==> config.mk <==
export PLATFORM = sky130hd
export DESIGN_NAME = mem_port_arbiter
export DESIGN_NICKNAME = d
export VERILOG_FILES = /design/src/rtl/mem_arb_pkg.sv /design/src/rtl/mem_strb_gen.sv /design/src/rtl/mem_port_arbiter.sv
export SDC_FILE = /design/constraint.sdc
export NUM_CORES = 1
export LEC_CHECK = 0
export BUFFER_PORTS_ARGS = -buffer_cell sky130_fd_sc_hd__clkbuf_2
export CORE_AREA = 2 2 122 124
export CTS_BUF_LIST = sky130_fd_sc_hd__clkbuf_8
export DETAILED_ROUTE_END_ITERATION = 7
export DIE_AREA = 0 0 124 126
export PLACE_DENSITY = 0.73
export SETUP_SLACK_MARGIN = 0.2
export SLEW_MARGIN = 40
export SYNTH_ARGS = -nofsm -noshare
export SYNTH_HDL_FRONTEND = slang
export SYNTH_SLANG_ARGS = --single-unit
==> constraint.sdc <==
create_clock -name clk -period 2.2 [get_ports clk]
set_input_delay 0.22 -clock clk [delete_from_list [all_inputs] [get_ports clk]]
set_output_delay 0.22 -clock clk [all_outputs]
set_load 0.02 [all_outputs]
==> src/rtl/mem_arb_pkg.sv <==
// ============================================================================
// Module   : mem_arb_pkg
// Brief    : Shared encodings for the fetch/data memory port arbiter.
// Revision : 1.0 - initial release
// ============================================================================
`default_nettype none

package mem_arb_pkg;

  typedef enum logic [1:0] {
    ARB_IDLE = 2'd0,
    ARB_ADDR = 2'd1,
    ARB_DATA = 2'd2,
    ARB_RESP = 2'd3
  } arb_state_e;

  localparam logic [1:0] SZ_BYTE = 2'b00;
  localparam logic [1:0] SZ_HALF = 2'b01;
  localparam logic [1:0] SZ_WORD = 2'b10;

  localparam logic OWNER_INST = 1'b0;
  localparam logic OWNER_DATA = 1'b1;

  localparam logic [3:0] STREAK_MAX = 4'd15;

  // Size code 2'b11 is folded into the word case.
  function automatic logic [3:0] size_to_strb(input logic [1:0] size,
                                              input logic [1:0] addr_lo);
    logic [3:0] strb;
    strb = 4'b1111;
    case (size)
      SZ_BYTE: strb = 4'b0001 << addr_lo;
      SZ_HALF: strb = addr_lo[1] ? 4'b1100 : 4'b0011;
      default: strb = 4'b1111;
    endcase
    return strb;
  endfunction

endpackage

`default_nettype wire

==> src/rtl/mem_strb_gen.sv <==
// ============================================================================
// Module   : mem_strb_gen
// Brief    : Byte-enable generator from access size and low address bits.
// Revision : 1.0 - initial release
// ============================================================================
`default_nettype none

module mem_strb_gen
  import mem_arb_pkg::*;
(
  input  logic [1:0] size,
  input  logic [1:0] addr_lo,
  output logic [3:0] wstrb
);

  assign wstrb = size_to_strb(size, addr_lo);

endmodule

`default_nettype wire

==> src/rtl/mem_port_arbiter.sv <==
// ============================================================================
// Module   : mem_port_arbiter
// Brief    : Shares one req/addr_ok/data_ok memory port between fetch and
//            data requesters; data has priority, fetch has a starvation cap.
// Revision : 1.0 - initial release
// ============================================================================
`default_nettype none

module mem_port_arbiter
  import mem_arb_pkg::*;
#(
  parameter int STARVE_LIMIT = 4
) (
  input  logic        clk,
  input  logic        resetn,

  input  logic        inst_req,
  input  logic        inst_wr,
  input  logic [1:0]  inst_size,
  input  logic [31:0] inst_addr,
  input  logic [31:0] inst_wdata,
  output logic        inst_addr_ok,
  output logic        inst_data_ok,
  output logic [31:0] inst_rdata,

  input  logic        data_req,
  input  logic        data_wr,
  input  logic [1:0]  data_size,
  input  logic [31:0] data_addr,
  input  logic [31:0] data_wdata,
  output logic        data_addr_ok,
  output logic        data_data_ok,
  output logic [31:0] data_rdata,

  output logic        mem_req,
  output logic        mem_wr,
  output logic [3:0]  mem_wstrb,
  output logic [31:0] mem_addr,
  output logic [31:0] mem_wdata,
  input  logic        mem_addr_ok,
  input  logic        mem_data_ok,
  input  logic [31:0] mem_rdata
);

  localparam logic [3:0] C_LIMIT = 4'((STARVE_LIMIT > 15) ? 15 : STARVE_LIMIT);
  localparam bit         C_CAP_EN = (STARVE_LIMIT != 0);

  arb_state_e  r_state;
  arb_state_e  w_state_nxt;
  logic        r_owner;
  logic [3:0]  r_streak;
  logic [31:0] r_rdata;

  logic        w_force_inst;
  logic        w_pick_data;
  logic        w_grant_inst;
  logic        w_grant_data;
  logic        w_grant;
  logic        w_capture;
  logic        w_sel_wr;
  logic [1:0]  w_sel_size;
  logic [31:0] w_sel_addr;
  logic [31:0] w_sel_wdata;
  logic [3:0]  w_sel_strb;

  // Fetch is forced only once the data streak has reached the cap.
  assign w_force_inst = C_CAP_EN && inst_req && (r_streak == C_LIMIT);
  assign w_pick_data  = data_req && !w_force_inst;

  always_ff @(posedge clk) begin
    if (!resetn) begin
      r_state <= ARB_IDLE;
    end else begin
      r_state <= w_state_nxt;
    end
  end

  always_comb begin
    w_state_nxt  = r_state;
    w_grant_inst = 1'b0;
    w_grant_data = 1'b0;
    w_capture    = 1'b0;
    case (r_state)
      ARB_IDLE: begin
        if (resetn) begin
          if (w_pick_data) begin
            w_grant_data = 1'b1;
            w_state_nxt  = ARB_ADDR;
          end else if (inst_req) begin
            w_grant_inst = 1'b1;
            w_state_nxt  = ARB_ADDR;
          end
        end
      end
      ARB_ADDR: begin
        if (mem_addr_ok) begin
          w_state_nxt = ARB_DATA;
        end
      end
      ARB_DATA: begin
        if (mem_data_ok) begin
          w_capture   = 1'b1;
          w_state_nxt = ARB_RESP;
        end
      end
      ARB_RESP: begin
        w_state_nxt = ARB_IDLE;
      end
      default: begin
        w_state_nxt = ARB_IDLE;
      end
    endcase
  end

  assign w_grant      = w_grant_inst | w_grant_data;
  assign inst_addr_ok = w_grant_inst;
  assign data_addr_ok = w_grant_data;

  assign inst_data_ok = resetn && (r_state == ARB_RESP) && (r_owner == OWNER_INST);
  assign data_data_ok = resetn && (r_state == ARB_RESP) && (r_owner == OWNER_DATA);
  assign inst_rdata   = r_rdata;
  assign data_rdata   = r_rdata;

  assign w_sel_wr    = w_grant_data ? data_wr    : inst_wr;
  assign w_sel_size  = w_grant_data ? data_size  : inst_size;
  assign w_sel_addr  = w_grant_data ? data_addr  : inst_addr;
  assign w_sel_wdata = w_grant_data ? data_wdata : inst_wdata;

  mem_strb_gen u_strb_gen (
    .size    (w_sel_size),
    .addr_lo (w_sel_addr[1:0]),
    .wstrb   (w_sel_strb)
  );

  always_ff @(posedge clk) begin
    if (!resetn) begin
      r_owner   <= OWNER_INST;
      r_streak  <= 4'd0;
      r_rdata   <= 32'd0;
      mem_req   <= 1'b0;
      mem_wr    <= 1'b0;
      mem_wstrb <= 4'd0;
      mem_addr  <= 32'd0;
      mem_wdata <= 32'd0;
    end else begin
      if (w_grant) begin
        r_owner   <= w_grant_data ? OWNER_DATA : OWNER_INST;
        mem_req   <= 1'b1;
        mem_wr    <= w_sel_wr;
        mem_wstrb <= w_sel_strb;
        mem_addr  <= w_sel_addr;
        mem_wdata <= w_sel_wdata;
      end else if ((r_state == ARB_ADDR) && mem_addr_ok) begin
        mem_req <= 1'b0;
      end

      // Read data is captured on writes too so rdata always reflects the last completion.
      if (w_capture) begin
        r_rdata <= mem_rdata;
      end

      if (w_grant_data) begin
        if (inst_req) begin
          r_streak <= (r_streak == STREAK_MAX) ? STREAK_MAX : r_streak + 4'd1;
        end else begin
          r_streak <= 4'd0;
        end
      end else if (w_grant_inst) begin
        r_streak <= 4'd0;
      end
    end
  end

endmodule

`default_nettype wire

# == Yosys cells after proc, flatten, opt, wreduce, memory -nomap -nowiden ==
# Cells that the tools add are included.
# totals
regBits,109
latch_bits,0
ramBits,0
mem_bits_ro,0
input_bits,172
output_inout_bits,138
elab_cells,61
mem_count,0
# op_classes
addsub,1
n_mul,0
div_mod_pow,0
magnitude_cmp,0
eq_ne,9
shifts,1
n_mux,27
bitwise_logic,2
reduce_logical,12
# op_table
op,n
32-bit two-way mux,2
4-bit two-way mux,5
1-bit two-way mux,13
2-bit two-way mux,5
2-bit one-hot mux with 4 select lines,1
4-bit one-hot mux with 2 select lines,1
1-bit logical AND,6
"4-bit by 1-bit adder with 4-bit output, second input constant",1
"2-bit by 1-bit == test with 1-bit output, second input constant",2
"2-bit == test, second input constant",2
"4-bit by 3-bit == test with 1-bit output, second input constant",1
"4-bit == test, second input constant",1
2-bit logical NOT,2
"2-bit inequality test, second input constant",2
2-bit nonzero test,2
"1-bit by 2-bit left shift with 4-bit output, first input constant",1
"3-bit inequality test, second input constant",1
3-bit AND reduction,1
1-bit logical NOT,1
1-bit inverter,1
1-bit bitwise OR,1

# == Depth between registers and ports, before layout ==
# Gate-level depths: netlist of the first run.
# logic_depth
depth_word,10
ltp_mapped,8
ltp_nobuf,7

# == Cells and area by module ==
# A second synthesis of the first run with hierarchy kept.
# hier_totals
hier_cells,632
hier_area_um2,5122.4
# by_module_without_submodules
module,n_inst,cells_per_inst,area_per_inst_um2,seq_area_each_um2
mem_port_arbiter,1,625,5078.6,2182.1
mem_strb_gen,1,7,43.8,0.0

# == Least setup slack after synthesis of the first run ==
# Ideal clock, no wire load.
# synth_path
path_kind,reg-to-reg
start,reg r_state[0]
end,reg mem_wstrb[2]
setup_ns,0.120
arrival_time_ns,1.746
t_required_ns,2.080
path_slack_ns,0.334
stages_incl_launch_ff,9
path_buffers,1
period_less_slack_ns,1.866
cell_sequence,dfxtp_1 inv_1 ha_1 buf_2 nand3_1 a21o_1 inv_1 a32o_1 o31a_1
# synth_via
word_cells_on_any_way,11
cone_classes,eq/ne: 1; shift: 1; mux: 6; bitwise: 1; reduce/logical: 2
# synth_rtl
element,line,rtl
start: declaration,mem_port_arbiter.sv:48,arb_state_e r_state;
start signal: assignment,mem_port_arbiter.sv:74,r_state <= w_state_nxt;
2-bit logical NOT,mem_port_arbiter.sv:83,case (r_state)
1-bit two-way mux,mem_port_arbiter.sv:83,
via inst_addr_ok,mem_port_arbiter.sv:22,"output logic inst_addr_ok,"
1-bit bitwise OR,mem_port_arbiter.sv:115,assign w_grant = w_grant_inst | w_grant_data;
end signal: assignment,mem_port_arbiter.sv:150,mem_wstrb <= w_sel_strb;
end: declaration,mem_port_arbiter.sv:37,"output logic [3:0] mem_wstrb,"
# The timed path passes the listed nets, and every way through them passes these cells.
# A chain may end at the register's enable or synchronous reset.

# == Worst setup path after layout of the first run ==
# layout_path
start,reg r_state[1]
end,out inst_addr_ok
# layout_via
elab_chain_cells,2
# layout_rtl
element,line
2-bit logical NOT,mem_port_arbiter.sv:83
1-bit two-way mux,mem_port_arbiter.sv:83
end: declaration,mem_port_arbiter.sv:22
# No other way between the ends.

==> results of run 1 <==
==> layout by cell type, fill, tap and decap left out, types with 2 or more instances in the layout <==
cell type and n:
clkbuf_2 309, a311oi_1 63, nand3_1 4, a31oi_1 2, o31a_1 4, nor3b_1 5, o31ai_1 2, dfxtp_1 109
clkbuf_8 10, a21o_1 3, nor2_1 77, ha_1 5, buf_4 8, clkinv_4 2, buf_12 5, bufinv_16 2
a21oi_1 36, inv_1 8, nand2_1 202, mux2i_1 2, o21ai_0 5
==> state kept, by name, summed over array words and instances, names as in the netlist <==
name,flops
data_rdata,32
mem_addr,32
mem_wdata,32
mem_wstrb,4
r_streak,4
r_state,2
mem_req,1
mem_wr,1
r_owner,1
==> cell usage after synthesis (2+ instances only) <==
cell type	count	share of area, %
nor3b_1	5	0.77
a21oi_1	36	3.7
buf_6	2	0.46
buf_4	33	5.1
inv_1	9	0.69
nand3_1	5	0.51
nor2_1	77	5.9
dfxtp_1	109	45
a21o_1	3	0.46
a31oi_1	2	0.26
and3_1	2	0.26
buf_2	21	2.2
o31ai_1	2	0.31
ha_1	6	1.5
a311oi_1	63	11
o21ai_0	5	0.51
nand2_1	202	16
clkbuf_1	24	1.8
mux2i_1	2	0.41
o31a_1	4	0.72
==> logic make-up (layout without fill, tap and decap cells) <==
family	count (synthesis)	count (layout)
buffers and inverters	90	351
AO/OA/AOI/OAI	123	123
adder cells (fa/ha/maj)	6	6
AND/OR/NAND/NOR	297	297
flip-flops	109	109
other	0	1
multiplexers	2	2
==> worst min-delay path by stage <==
stage	start	end	slack (ns)	cells after the start
6_report	mem_rdata[20]	data_rdata[20]	0.05	3
5_1_grt	mem_rdata[15]	data_rdata[15]	0.02	3
4_1_cts	mem_rdata[23]	data_rdata[23]	0.02	3
3_5_place_dp	mem_rdata[8]	data_rdata[8]	0.45	3
3_3_place_gp	mem_rdata[4]	data_rdata[4]	0.44	3
2_1_floorplan	data_addr[1]	mem_addr[1]	0.35	2
==> worst reg2reg max path: stages, from the launching register on <==
cell and delay [ns]:
dfxtp_1 0.41, inv_1 0.11, ha_4 0.20, buf_4 0.15
nand4_4 0.09, buf_8 0.22, buf_12 0.21, nor2_1 0.07
a311oi_1 0.26
==> stage by stage <==
stage	instances	worst slack [ns]	power, mW	cell area (um^2)
floorplan	627	0.3341	4.139	4876
global placement	1051	0.3281	4.909	6356
detailed placement	1051	0.2550	4.939	6356
CTS	1068	0.2237	6.400	6608
global route	1072	0.2199	6.819	6683
finish	1073	0.3184	6.386	6685
==> timing repair <==
item | 4_1_cts | 5_1_grt
resized for setup | 2 | 5
buffers inserted | 1 | 3
endpoints found under the setup margin | 2 | 58
pin swaps | 1 | 2
gates cloned | 0 | 1
==> power by group through the flow <==
| stage | sequential (mW) | combinational [mW] | clock [mW] |
|---|---|---|---|
| after global routing | 2.60 | 2.69 | 1.53 |
| after CTS | 2.55 | 2.40 | 1.45 |
| after detailed placement | 2.59 | 2.35 | 0 |
| after global placement | 2.59 | 2.32 | 0 |
| after floorplan | 2.96 | 1.17 | 0 |
| final | 2.55 | 2.44 | 1.40 |
==> layer usage <==
metal	GRT usage, %	vias to the layer above
met5	0	-
met4	7.535	0
met3	4.438	20
met2	33.81	217
met1	22.94	2384
li1	-	2620
==> layout make-up <==
| class | count | share of cell area, % |
|---|---|---|
| multi-input combinational | 428 | 33.18 |
| sequential | 109 | 32.64 |
| timing repair buffer | 326 | 26.71 |
| tap | 184 | 3.444 |
| clock buffer | 10 | 2.059 |
| clock inverter | 6 | 1.404 |
| inverter | 9 | 0.5241 |
| antenna | 1 | 0.03743 |
==> results.ini, run 1 <==
[critical_path]
crit_path_frequent_cell=inv_1
startpoint=r_state[1]
arrival_ns=1.66
critPathRequiredTime_ns=1.98
critPathBufInv=3
regToRegSetupSlack_ns=0.39
startpoint_type=flip-flop
cp.depth=6
rr_startpoint=r_state[0]
path_cells=inv_1, ha_4, nand3_2, a21o_1, inv_1, clkbuf_2
cpLargestDelayFamily=buffers and inverters
cp_slowest_cell=dfxtp_1
worst-setup-path-type=flip-flop to primary output
end_kind=primary output
ff2ff_path_depth=8
r2r_end=mem_addr[3]
cp_max_fo=6
max_stage_delay_ns=0.36
endpoint=inst_addr_ok

[logic_synthesis]
ys_warn_count=0
ys_ff_latch=109
synth-xor-area-share_pct=0
synth_top_family_by_area=simple AND/OR/NAND/NOR gates
synth_edf_count=0
yosysUniqueCellTypes=35
yosys.area_share.simple_pct=24.25
synthArstFlopShare_pct=0
syn_inst=627
synth.yosys.seq_area_share_pct=44.75
syn-num-nets=805
synthAdderAreaFrac_pct=1.540
synth-compound-area-share_pct=18.73
synth.area.mux_share_pct=0.4106
ys.flop_type=dfxtp_1
synth_area_per_cell_um2=7.777
syn-cell-area_um2=4876

[cts]
cts_tree=yes
clk_pin_slew_ns=0.11
cts_hold_buf=0
htreeDepth=3
cts_max_path_buffers=2
numClockSinks=109
cts-root-buf=clkbuf_8
cts_buffers=9
clk_latency_ns=0.37

[cells_and_area]
nFillCells=1443
fin_util_pct=46.70
regArea_um2=2182
nets=1061
drive_gt1_share_pct=39.19
multiInputGateArea_um2=2218
syn2layout_area_growth_pct=37.11

[timing]
rsz0062_at_grt=no
final_hold_viol_count=0
finalHoldWorstSlack_ns=0.04787
fin_worst_skew_ns=0.01642
slew_viol_final=0
setup_viol=0
max-slew-margin-rel_pct=56.19
clock.fmax_mhz=531.5
min_period_ns=1.882
setup_tns_ns=0
worst_pin_slew_ns=0.6543
period_share_pct=85.53

[global_route]
antenna_found_initial=1
grt_usage_pct=19.43
grt_pass1_wl_um=23690
grt_pass1_vias=4762
grt_max_degree=60
overflow=0

[job]
drv_cap=0

[routing]
drt_iter0_drc=210
route.met3.wl_um=1188
met2_length_um=7838
met1_length_um=6405
drc=0
detail_route.vias_per_cell=4.884
highest_layer=met4
vias=5241
dr.pass1.iters=4
routed_wl_um=15760
drtAntennaViolNets=0
wire_per_inst_um=14.69

[power_and_ir_drop]
p_sw_mw=2.469
irDropWorstVdd_mv=0.4085
p_clk_share_pct=21.9
powerDensity_nw_per_um2=955.3
power_report.internal_total_mw=3.917
combinationalPowerShare_pct=38.2
pwr-share-seq_pct=39.9
leakage_nw=3.135
switching_share_pct=38.67

[min_path]
hold_path.class=input pin to flip-flop

[placed_design]
detailed_place_hpwl_um=11440
place.gp.congestion=0.8102
io_buffers=309

[die]
pin_count=310
start_util_pct=34.06
dieArea_um2=15620
chipHeight_um=126
die_w_um=124
coreArea_um2=14310
rows=44

[outcome]
status=finished clean

Power figures use the tool's default switching activity.
==> run 2: changes to the inputs <==
--- a/config.mk
+++ b/config.mk
@@ -10,6 +10,7 @@
 export CTS_BUF_LIST = sky130_fd_sc_hd__clkbuf_8
 export DETAILED_ROUTE_END_ITERATION = 7
 export DIE_AREA = 0 0 124 126
+export GPL_TIMING_DRIVEN = 0
 export PLACE_DENSITY = 0.73
 export SETUP_SLACK_MARGIN = 0.2
 export SLEW_MARGIN = 40
==> results.ini, run 2 (synthesis results as in run 1) <==
[critical_path]
cpLargestDelayFamily=buffers and inverters
worst-setup-path-type=flip-flop to primary output
startpoint_type=flip-flop
cp.depth=8
arrival_ns=1.71
cp_slowest_cell=dfxtp_2
max_stage_delay_ns=0.35
ff2ff_path_depth=8
path_cells=inv_2, ha_2, buf_6, nand4_4, buf_12, buf_6, inv_1, clkbuf_4
end_kind=primary output
critPathRequiredTime_ns=1.98
critPathBufInv=6
crit_path_frequent_cell=buf_6
cp_max_fo=10

[placed_design]
post-place-cells=1118
detailed_place_hpwl_um=13900
place.gp.congestion=0.7901
io_buffers=307
dpl-instance-area_um2=6643

[cts]
cts_buffers=9
clk_pin_slew_ns=0.10
cts_max_path_buffers=2
clk_latency_ns=0.38
cts_hold_buf=0
cts_tree=yes
htreeDepth=3
cts-root-buf=clkbuf_8
numClockSinks=109

[routing]
met2_length_um=9091
detail_route.vias_per_cell=4.878
wire_per_inst_um=15.79
drt_iter0_drc=241
highest_layer=met4
dr.pass1.iters=5
met1_length_um=7016
drc=0
route.met3.wl_um=1530
vias=5576
routed_wl_um=18040
drtAntennaViolNets=0

[cells_and_area]
syn2layout_area_growth_pct=43.73
drive_gt1_share_pct=42.13
nFillCells=1463
fin_util_pct=48.96
nets=1134
final_common_cell=clkbuf_2
final_cell_mix=clkbuf_2 (311), nand2_1 (202), dfxtp_1 (105)
fin_cells=1143
finalInstanceArea_um2=7008
antennaDiodeCount=0

[die]
dieArea_um2=15620
pin_count=310
coreArea_um2=14310
start_util_pct=34.06
die_w_um=124
rows=44
chipHeight_um=126

[power_and_ir_drop]
leakage_nw=3.362
pwr-share-seq_pct=39.2
p_sw_mw=2.562
switching_share_pct=39.34
powerDensity_nw_per_um2=929.3
power_report.internal_total_mw=3.951
combinationalPowerShare_pct=40.6
p_clk_share_pct=20.2
irDropWorstVdd_mv=0.4229
power_mw=6.512

[global_route]
grt_usage_pct=22.50
grt_pass1_vias=5371
grt_pass1_wl_um=27000
antenna_found_initial=0
overflow=0
grt_max_degree=17

[timing]
setup_tns_ns=0
fin_worst_skew_ns=0.006413
slew_viol_final=0
rsz0062_at_grt=yes
final_hold_viol_count=0
setup_viol=0
max-slew-margin-rel_pct=52.96
min_period_ns=1.934
period_share_pct=87.91
worst_pin_slew_ns=0.7025
clock.fmax_mhz=517.1

[min_path]
hold_path.class=input pin to flip-flop
holdPathStages=3

[outcome]
status=finished clean

[job]
drv_cap=0

run 2: cell type report:
cell class	count	area (um^2)	area share, %
well taps	184	230.2	3.285
clock buffers	9	123.9	1.768
plain buffers	81	515.5	7.356
multi-input cells	428	2217	31.64
inverters	9	33.78	0.4821
flip-flops and latches	109	2187	31.21
repair buffers	318	1622	23.14
clock inverters	5	78.83	1.125
run 2: repair_timing:
item                                    4_1_cts  5_1_grt
resized for setup                            20       15
buffers inserted                             10        1
endpoints found under the setup margin       67       48
pin swaps                                     2        1
run 2: per-stage QoR:
step | setup slack [ns] | hold WS, ns
floorplan | 0.3341 | 0.3549
global placement | -0.2019 | 0.4439
detailed placement | -0.2619 | 0.4514
CTS | 0.2293 | 0.02565
global route | 0.1750 | 0.04074
finish | 0.2660 | 0.05237
run 2: metal layers:
| metal | up-vias | GRT usage (%) |
|---|---|---|
| met2 | 264 | 40.47 |
| li1 | 2755 | - |
| met4 | 0 | 8.857 |
| met5 | - | 0 |
| met3 | 27 | 5.571 |
| met1 | 2530 | 25.12 |
run 2: power by group through the flow:
stage	Sequential (mW)	Combinational [mW]	Clock [mW]
6_report	2.55	2.64	1.32
5_1_grt	2.60	2.89	1.42
4_1_cts	2.55	2.64	1.35
3_5_place_dp	2.59	2.50	0
3_3_place_gp	2.59	2.46	0
2_1_floorplan	2.96	1.17	0
run 2: final timing paths:
kind / start / endpoint / slack [ns]
max reg2reg: r_state[1] / mem_wdata[27] / 0.37
max: r_state[1] / data_addr_ok / 0.27
min: mem_rdata[8] / data_rdata[8] / 0.05
min reg2reg: data_rdata[15] / data_rdata[15] / 0.47
run 2: tightest hold or removal path: cells and delay by family:
family | cells | cell delay (ns)
AO/OA/AOI/OAI | 1 | 0.05
buffers and inverters | 1 | 0.08
AND/OR/NAND/NOR | 1 | 0.04
